## config.mk

```make
export PLATFORM = sky130hd
export DESIGN_NAME = reset_sequencer
export DESIGN_NICKNAME = d
export VERILOG_FILES = /design/src/rtl/reset_sequencer_pkg.sv /design/src/rtl/reset_seq_timer.sv /design/src/rtl/reset_sequencer.sv
export SDC_FILE = /design/constraint.sdc
export NUM_CORES = 1
export LEC_CHECK = 0
export ABC_AREA = 1
export CAP_MARGIN = 20
export CORE_MARGIN = 2
export CORE_UTILIZATION = 45
export CTS_BUF_LIST = sky130_fd_sc_hd__clkbuf_8 sky130_fd_sc_hd__clkbuf_16
export DETAILED_ROUTE_END_ITERATION = 7
export PLACE_DENSITY = 0.75
export SYNTH_ARGS = -nofsm -noshare
export SYNTH_HDL_FRONTEND = slang
export SYNTH_SLANG_ARGS = --single-unit
```

## constraint.sdc

```tcl
create_clock -name aclk -period 2.1 [get_ports aclk]
set_clock_uncertainty 0.1 [all_clocks]
set_input_delay 0.42 -clock aclk [delete_from_list [all_inputs] [get_ports aclk]]
set_output_delay 0.42 -clock aclk [all_outputs]
set_load 0.005 [all_outputs]
```

## src/rtl/reset_sequencer_pkg.sv

```systemverilog
// Shared types and helpers for the reset sequencer.
package reset_sequencer_pkg;

  typedef enum logic [2:0] {HOLD, DOWN, RISE, UP, FALL} state_t;

  // Width of the stage counter for n sequenced outputs.
  function automatic int stage_bits(input int n);
    return $clog2(n + 1);
  endfunction

  // A step delay of zero would stall the timer, so it behaves as one cycle.
  function automatic logic [31:0] clamp_delay(input logic [31:0] d);
    return (d == 32'd0) ? 32'd1 : d;
  endfunction

endpackage

```

## src/rtl/reset_seq_timer.sv

```systemverilog
// Loadable down-counter: counts to zero and stays there; expire flags value==1.
module reset_seq_timer #(
  parameter int             W       = 16,
  parameter logic [W-1:0]   RST_VAL = '0
) (
  input  logic         clk_i,
  input  logic         rst_ni,
  input  logic         load_i,
  input  logic [W-1:0] load_val_i,
  output logic [W-1:0] value_o,
  output logic         expire_o
);

  logic [W-1:0] cnt_q, cnt_d;

  always_comb begin
    cnt_d = cnt_q;
    if (load_i) begin
      cnt_d = load_val_i;
    end else if (cnt_q != '0) begin
      cnt_d = cnt_q - W'(1);
    end
  end

  always_ff @(posedge clk_i or negedge rst_ni) begin
    if (!rst_ni) begin
      cnt_q <= RST_VAL;
    end else begin
      cnt_q <= cnt_d;
    end
  end

  assign value_o  = cnt_q;
  assign expire_o = (cnt_q == W'(1));

endmodule

```

## src/rtl/reset_sequencer.sv

```systemverilog
// Releases reset domains 0..N-1 and asserts them N-1..0, one step per delay period,
// with a minimum all-asserted hold. RESET_SEQUENCER_ACK_EN gates each release on the previous domain's ack.
module reset_sequencer
  import reset_sequencer_pkg::*;
#(
  parameter int C_OUTPUT_COUNT = 4,
  parameter int C_DELAY_WIDTH  = 16,
  parameter int C_HOLD_CYCLES  = 16
) (
  input  logic                                 aclk,
  input  logic                                 aresetn,
  input  logic                                 req_run,
  input  logic [C_DELAY_WIDTH-1:0]             step_delay,
`ifdef RESET_SEQUENCER_ACK_EN
  input  logic [C_OUTPUT_COUNT-1:0]            domain_ready,
`endif
  output logic [C_OUTPUT_COUNT-1:0]            out_aresetn,
  output logic [$clog2(C_OUTPUT_COUNT+1)-1:0]  stage,
  output logic                                 up,
  output logic                                 down,
  output logic                                 busy
);

  localparam int SW = stage_bits(C_OUTPUT_COUNT);
  localparam int HW = $clog2(C_HOLD_CYCLES + 1);
  localparam int TW = (C_DELAY_WIDTH > HW) ? C_DELAY_WIDTH : HW;
  localparam logic [TW-1:0]             HOLD_VAL = TW'(C_HOLD_CYCLES);
  localparam logic [SW-1:0]             FULL     = SW'(C_OUTPUT_COUNT);
  localparam logic [C_OUTPUT_COUNT-1:0] BIT0     = C_OUTPUT_COUNT'(1);

  state_t                    state_q, state_d;
  logic [SW-1:0]             stage_q, stage_d;
  logic [C_OUTPUT_COUNT-1:0] out_q, out_d;
  logic                      up_q, down_q, busy_q;
  logic                      tmr_load, tmr_exp, tmr_zero, ack_top;
  logic [TW-1:0]             tmr_val, tmr_value, dly;

  assign dly      = TW'(clamp_delay(32'(step_delay)));
  assign tmr_zero = (tmr_value == '0);

`ifdef RESET_SEQUENCER_ACK_EN
  localparam bit ACK_EN = 1'b1;
  // out_q is a thermometer code, so this isolates the most recently released domain.
  assign ack_top = |(domain_ready & (out_q ^ (out_q >> 1)));
`else
  localparam bit ACK_EN = 1'b0;
  assign ack_top = 1'b1;
`endif

  reset_seq_timer #(.W(TW), .RST_VAL(HOLD_VAL)) u_timer (
    .clk_i      (aclk),
    .rst_ni     (aresetn),
    .load_i     (tmr_load),
    .load_val_i (tmr_val),
    .value_o    (tmr_value),
    .expire_o   (tmr_exp)
  );

  always_comb begin
    state_d  = state_q;
    stage_d  = stage_q;
    out_d    = out_q;
    tmr_load = 1'b0;
    tmr_val  = dly;
    case (state_q)
      HOLD: if (tmr_exp) state_d = DOWN;
      DOWN: if (req_run) begin
        tmr_load = 1'b1;
        state_d  = RISE;
      end
      RISE: begin
        if (!req_run) begin
          tmr_load = 1'b1;
          if (stage_q == '0) begin
            tmr_val = HOLD_VAL;
            state_d = HOLD;
          end else begin
            state_d = FALL;
          end
        end else if (tmr_zero) begin
          // Only reachable while a release waits for its domain's ack.
          if (ack_top) begin
            if (stage_q == FULL) state_d = UP;
            else                 tmr_load = 1'b1;
          end
        end else if (tmr_exp) begin
          out_d   = (out_q << 1) | BIT0;
          stage_d = stage_q + SW'(1);
          if (!ACK_EN) begin
            if (stage_q == FULL - SW'(1)) state_d = UP;
            else                          tmr_load = 1'b1;
          end
        end
      end
      UP: if (!req_run) begin
        tmr_load = 1'b1;
        state_d  = FALL;
      end
      FALL: begin
        if (req_run) begin
          tmr_load = 1'b1;
          state_d  = RISE;
        end else if (tmr_exp) begin
          out_d    = out_q >> 1;
          stage_d  = stage_q - SW'(1);
          tmr_load = 1'b1;
          if (stage_q == SW'(1)) begin
            tmr_val = HOLD_VAL;
            state_d = HOLD;
          end
        end
      end
      default: state_d = HOLD;
    endcase
  end

  always_ff @(posedge aclk or negedge aresetn) begin
    if (!aresetn) begin
      state_q <= HOLD;
      stage_q <= '0;
      out_q   <= '0;
      up_q    <= 1'b0;
      down_q  <= 1'b0;
      busy_q  <= 1'b1;
    end else begin
      state_q <= state_d;
      stage_q <= stage_d;
      out_q   <= out_d;
      up_q    <= (state_d == UP);
      down_q  <= (state_d == DOWN);
      busy_q  <= !((state_d == UP) || (state_d == DOWN));
    end
  end

  assign out_aresetn = out_q;
  assign stage       = stage_q;
  assign up          = up_q;
  assign down        = down_q;
  assign busy        = busy_q;

endmodule

```

Word-level counts from Yosys, hierarchy flattened
Index checks and enable logic that the tools add are counted.
{ "word_totals": {"inputBits": 19, "out_inout_bits": 10, "register_bits": 29} }
{ "classes": {"muxes": 44, "eq_ne": 15, "n_reduce_logical": 10, "n_addsub": 3} }
{ "ops": {"columns": ["cell", "n"], "rows": [
  ["$mux W16", 8],
  ["$mux W3", 17],
  ["$logic_not A16 Y1", 2],
  ["$pmux W16 S2", 1],
  ["$mux W4", 5],
  ["$eq A16 B1 Y1 const B", 1],
  ["$reduce_bool A16 Y1", 1],
  ["$sub A16 B1 Y16 const B", 1],
  ["$pmux W3 S5", 1],
  ["$eq A3 B2 Y1 const B", 4],
  ["$ne A2 B2 Y1 const B", 5],
  ["$eq A3 B1 Y1 const B", 3],
  ["$mux W1", 9],
  ["$pmux W4 S2", 1],
  ["$eq A3 B3 Y1 const B", 2],
  ["$logic_not A3 Y1", 2],
  ["$pmux W3 S2", 1],
  ["$reduce_and A6 Y1", 1],
  ["$pmux W1 S4", 1],
  ["$reduce_bool A2 Y1", 2],
  ["$add A3 B1 Y3 const B", 1],
  ["$sub A3 B1 Y3 const B", 1],
  ["$logic_not A1 Y1", 1],
  ["$logic_or A1 B1 Y1", 1]
]} }

Depth between registers and ports, before layout
{ "depth": {"depth_word": 9, "depth_mapped": 12, "mapped_depth_nobuf": 12} }

By module
Synthesis repeated with hierarchy kept, for this count alone.
{ "unflattened": {"cells_unflattened": 322, "hier_area_um2": 2239.6} }
{ "modules_own_cells": {"columns": ["mod", "cells_per_inst", "area_per_inst_um2", "seq_area_each_um2", "instances"], "rows": [
  ["reset_seq_timer", 163, 1169.9, 401.6, 1],
  ["reset_sequencer", 159, 1069.8, 326.6, 1]
]} }

Worst setup path before layout
OpenSTA, ideal clock, no wires.
{ "synth_timing": {"path_type": "register to register", "startpoint": "register u_timer.cnt_q[0], in the netlist u_timer.value_o[0]", "endpoint": "register u_timer.cnt_q[13], in the netlist u_timer.value_o[13]", "required_time_ps": 1883, "stages_incl_launch_ff": 13, "synth_period_minus_slack_ps": 1792, "n_path_buf": 1, "arrival_time_ps": 1575, "path_slack_ps": 308, "cell_sequence": "dfrtp_1 > inv_1 > ha_1 > nand3_4 > nor2_4 > nand2_4 > nand2_2 > nand3_4 > nand2_4 > nor2_4 > buf_6 > nand2_1 > nand2_1"} }
{ "synth_between": {"elab_chain_cells": 6, "word_cells_on_any_way": 16, "classes_between": "add/sub (1); eq/ne (1); mux (11); reduce/logical (3)"} }
{ "synth_lines": {"columns": ["item", "line_no", "source"], "rows": [
  ["start, declared", "reset_seq_timer.sv:14", "logic [W-1:0] cnt_q, cnt_d;"],
  ["start signal, assigned", "reset_seq_timer.sv:29", "cnt_q <= cnt_d;"],
  ["$eq A16 B1 Y1", "reset_seq_timer.sv:34", "assign expire_o = (cnt_q == W'(1));"],
  ["$mux W1", "reset_sequencer.sv:86", "end else if (tmr_exp) begin"],
  ["$mux W1", "reset_sequencer.sv:80", "end else if (tmr_zero) begin"],
  ["$mux W1", "reset_sequencer.sv:72", "if (!req_run) begin"],
  ["$pmux W1 S4", "reset_sequencer.sv:65", "case (state_q)"],
  ["$mux W16 or $reduce_bool A2 Y1 (tied branches)", null, null]
]} }
Several ways; a longest one is shown, not always the timed one. The select of a mux whose other input is x is not followed.
A chain may end at the register's enable or synchronous reset.

Worst setup path in the final report
{ "layout_timing": {"startpoint": "register u_timer.cnt_q[1], in the netlist u_timer.value_o[1]", "endpoint": "register u_timer.cnt_q[0], in the netlist u_timer.value_o[0]"} }
The elaborated chain is that of the path after synthesis.

==> results.py <==
metrics = {
    "outcome": {
        "outcome": "completed",
    },
    "floorplanning": {
        "die-area_um2": 5050,
        "die_y_um": 71.1,
        "row_count": 24,
        "io_pins": 29,
        "floorplan.initialDensity_pct": 46.5,
        "fp.dieW_um": 71.1,
        "core_area_um2": 4350,
    },
    "synthesis": {
        "synth_edf_count": 0,
        "syn_area_um2": 2020,
        "yosysSeqAreaShare_pct": 36.0,
        "ys_warn_count": 0,
        "synth.area.top_cells": "dfrtp_1 33%, nand2_1 14%, nand3_1 6.7%",
        "yosys.area.top_type_share_pct": 33.4,
        "synth_cell_type_count": 31,
        "ys_seq_elements": 29,
        "synthArstFlopShare_pct": 100,
        "synthesis.instances": 266,
        "syn_area_per_cell_um2": 7.61,
        "synth_common_cells": "74 x nand2_1, 30 x nor2_1, 27 x dfrtp_1, 27 x nand3_1, 25 x inv_1",
        "ys.flop_type": "dfrtp_1",
        "yosysTopAreaCell": "dfrtp_1",
        "syn-num-nets": 292,
        "synth.most_common_cell": "nand2_1",
    },
    "critical_path": {
        "cp_cell_sequence": "inv_1, ha_1, nand3_4, nor2_4, nand2_4, nand2_2, nand3_4, nand2_4, buf_4, nand2_1, nand2_1, inv_1",
        "timing.rr.end": "u_timer.value_o[0]",
        "max_stage_delay_ps": 410,
        "crit_fanout": 8,
        "start_kind": "flop",
        "reg2regPathDepth": 12,
        "required_ps": 2180,
        "critPathSlowestCell": "dfrtp_1",
        "critPathArrivalTime_ps": 2010,
        "critPathCaptureType": "flop",
        "crit_type": "flop to flop",
        "reg2reg_from": "u_timer.value_o[1]",
        "ff2ff_setup_slack_ps": 170,
    },
    "worst_hold_path": {
        "hold_class": "flop to flop",
        "hold_path_depth": 2,
        "min_to": "out_aresetn[3]",
        "holdCritStartpoint": "out_aresetn[3]",
    },
    "routing": {
        "drtAntennaViolNets": 0,
        "drt-pass1-iter-count": 4,
        "met2_length_um": 2170,
        "totalWireLength_um": 4570,
        "drt_iter0_markers": 132,
        "vias_per_cell": 5.06,
        "dr_wl_met3_um": 175,
        "wl_met1_um": 2150,
        "top_layer_used": "met4",
        "drcViolationCount": 0,
        "vias": 1843,
        "wl_per_cell_um": 12.6,
    },
    "global_routing": {
        "grt_use_total_pct": 20.2,
        "grt_overflow_total": 0,
        "grt_pass1_vias": 1780,
        "antenna_found_initial": 0,
        "grt_max_degree": 30,
        "grt_pass1_wl_um": 8140,
    },
    "clock_network": {
        "cts_tree": "built",
        "clock_path_buffers": 2,
        "cts_buffers": 5,
        "clkSlewWorstSetupHoldPaths_ps": 60,
        "cts-root-buf": "clkbuf_8",
        "h-tree-depth": 2,
        "clock_latency_ps": 280,
        "clock_sinks": 29,
        "cts_setup_buffers": 0,
    },
    "sta": {
        "finalHoldViolations": 0,
        "finalSetupViolCount": 0,
        "worst_slack_ps": 170,
        "period_needed_ps": 1930,
        "worst_pin_slew_ps": 381,
        "finalMaxSlewViolations": 0,
        "fmax_mhz": 518,
        "rsz0062_at_grt": "false",
        "fin_crit_sh_pct": 91.9,
        "relSlewSlack_pct": 74.6,
        "whs_ps": 416,
    },
    "power": {
        "p_leak_nw": 1.29,
        "powerDensity_nw_per_um2": 859,
        "ir_drop_mv": 0.389,
        "fin_total_pwr_mw": 2.17,
    },
    "cells_and_area": {
        "drive_gt1_share_pct": 15.4,
        "n_antenna_cell": 0,
        "layout.nets": 337,
        "syn2layout_area_growth_pct": 24.7,
        "final_util_pct": 58.0,
    },
    "placed_design": {
        "dp_hpwl_um": 3480,
        "portBuffers": 28,
        "place_congestion": 0.852,
        "place_ws_ps": -56.3,
    },
    "flow_run": {
        "cap_violations": 0,
    },
}
## report_power, final
group | total (mW) | internal (mW) | switching (mW)
Clock | 0.425 | 0.220 | 0.205
Combinational | 0.841 | 0.373 | 0.468
Sequential | 0.903 | 0.724 | 0.179
## cells in the final DEF (no fill, tap or decap), types with 3 or more instances in the layout
cell and count:
nand2_1 74, nor2_1 30, inv_1 28, clkdlybuf4s50_1 28
nand3_1 27, dfrtp_1 27, buf_4 14, o21ai_0 8
xor2_1 8, ha_1 7, nand4_1 6, nor2_4 5
xnor2_1 5, clkbuf_8 5, nor2_2 4, nor3_1 4
o21ai_1 4, nand3_4 3, nand2_4 3, o21ai_2 3
## worst max path at each step
stage	from	to	slack (ps)	cells after the start
after CTS	u_timer.value_o[1]	u_timer.value_o[2]	170	10
after floorplan	u_timer.value_o[0]	u_timer.value_o[13]	310	12
after detailed placement	req_run	u_timer.value_o[2]	-60	11
after global placement	req_run	u_timer.value_o[9]	-0.6	11
final	u_timer.value_o[1]	u_timer.value_o[0]	170	12
after global routing	u_timer.value_o[1]	u_timer.value_o[9]	20	10
## cells by family (layout without fill, tap and decap cells)
family                     Yosys count  in the layout  synth area share (%)
and+or+nand+nor                    165            165                  40.7
AOI/OAI and AO/OA                   19             19                  5.38
xor gates and xnor gates            13             13                  5.62
adders and majority gates            7              7                  4.33
muxes                                2              2                 0.989
DFF                                 29             29                  36.0
buffers and inverters               31             77                  7.05
## what timing repair did
| item | in CTS | in global routing |
|---|---|---|
| hold buffers | 0 | 0 |
| setup endpoints to repair | 0 | 7 |
| gates resized for setup | 0 | 2 |
| endpoints found under the hold margin | 0 | 0 |
## layout make-up
cell class	instances	area (µm²)
flip-flops and latches	29	728
clock buffers	5	68.8
well taps	52	65.1
repair buffers	42	385
inverters	27	101
multi-input cells	206	1160
fillers	393	1830
clock inverters	3	11.3
## through the flow
step	area (µm²)	setup TNS [ps]	instances
after floorplan	2020	0	266
after global placement	2430	-0.566	356
after detailed placement	2430	-482	356
after CTS	2510	0	364
after global routing	2520	0	364
final	2520	0	364
## state kept, by name, indices dropped and copies added (netlist names)
signal           count
down                 1
u_timer.value_o     16
stage                3
state_q              3
busy                 1
out_aresetn          4
up                   1
## critical path, delay by kind of cell (launching register included)
family | cells | cell delay [ps]
buf+inv | 3 | 280
fa+ha+maj | 1 | 240
simple gates | 8 | 790
flops | 1 | 410
## per-layer routing
metal / vias up / track usage, %
li1: 941 / -
met1: 847 / 27.0
met2: 46 / 32.7
met3: 9 / 4.27
met4: 0 / 7.13
met5: - / 0
(Power assumes the default switching activity.)
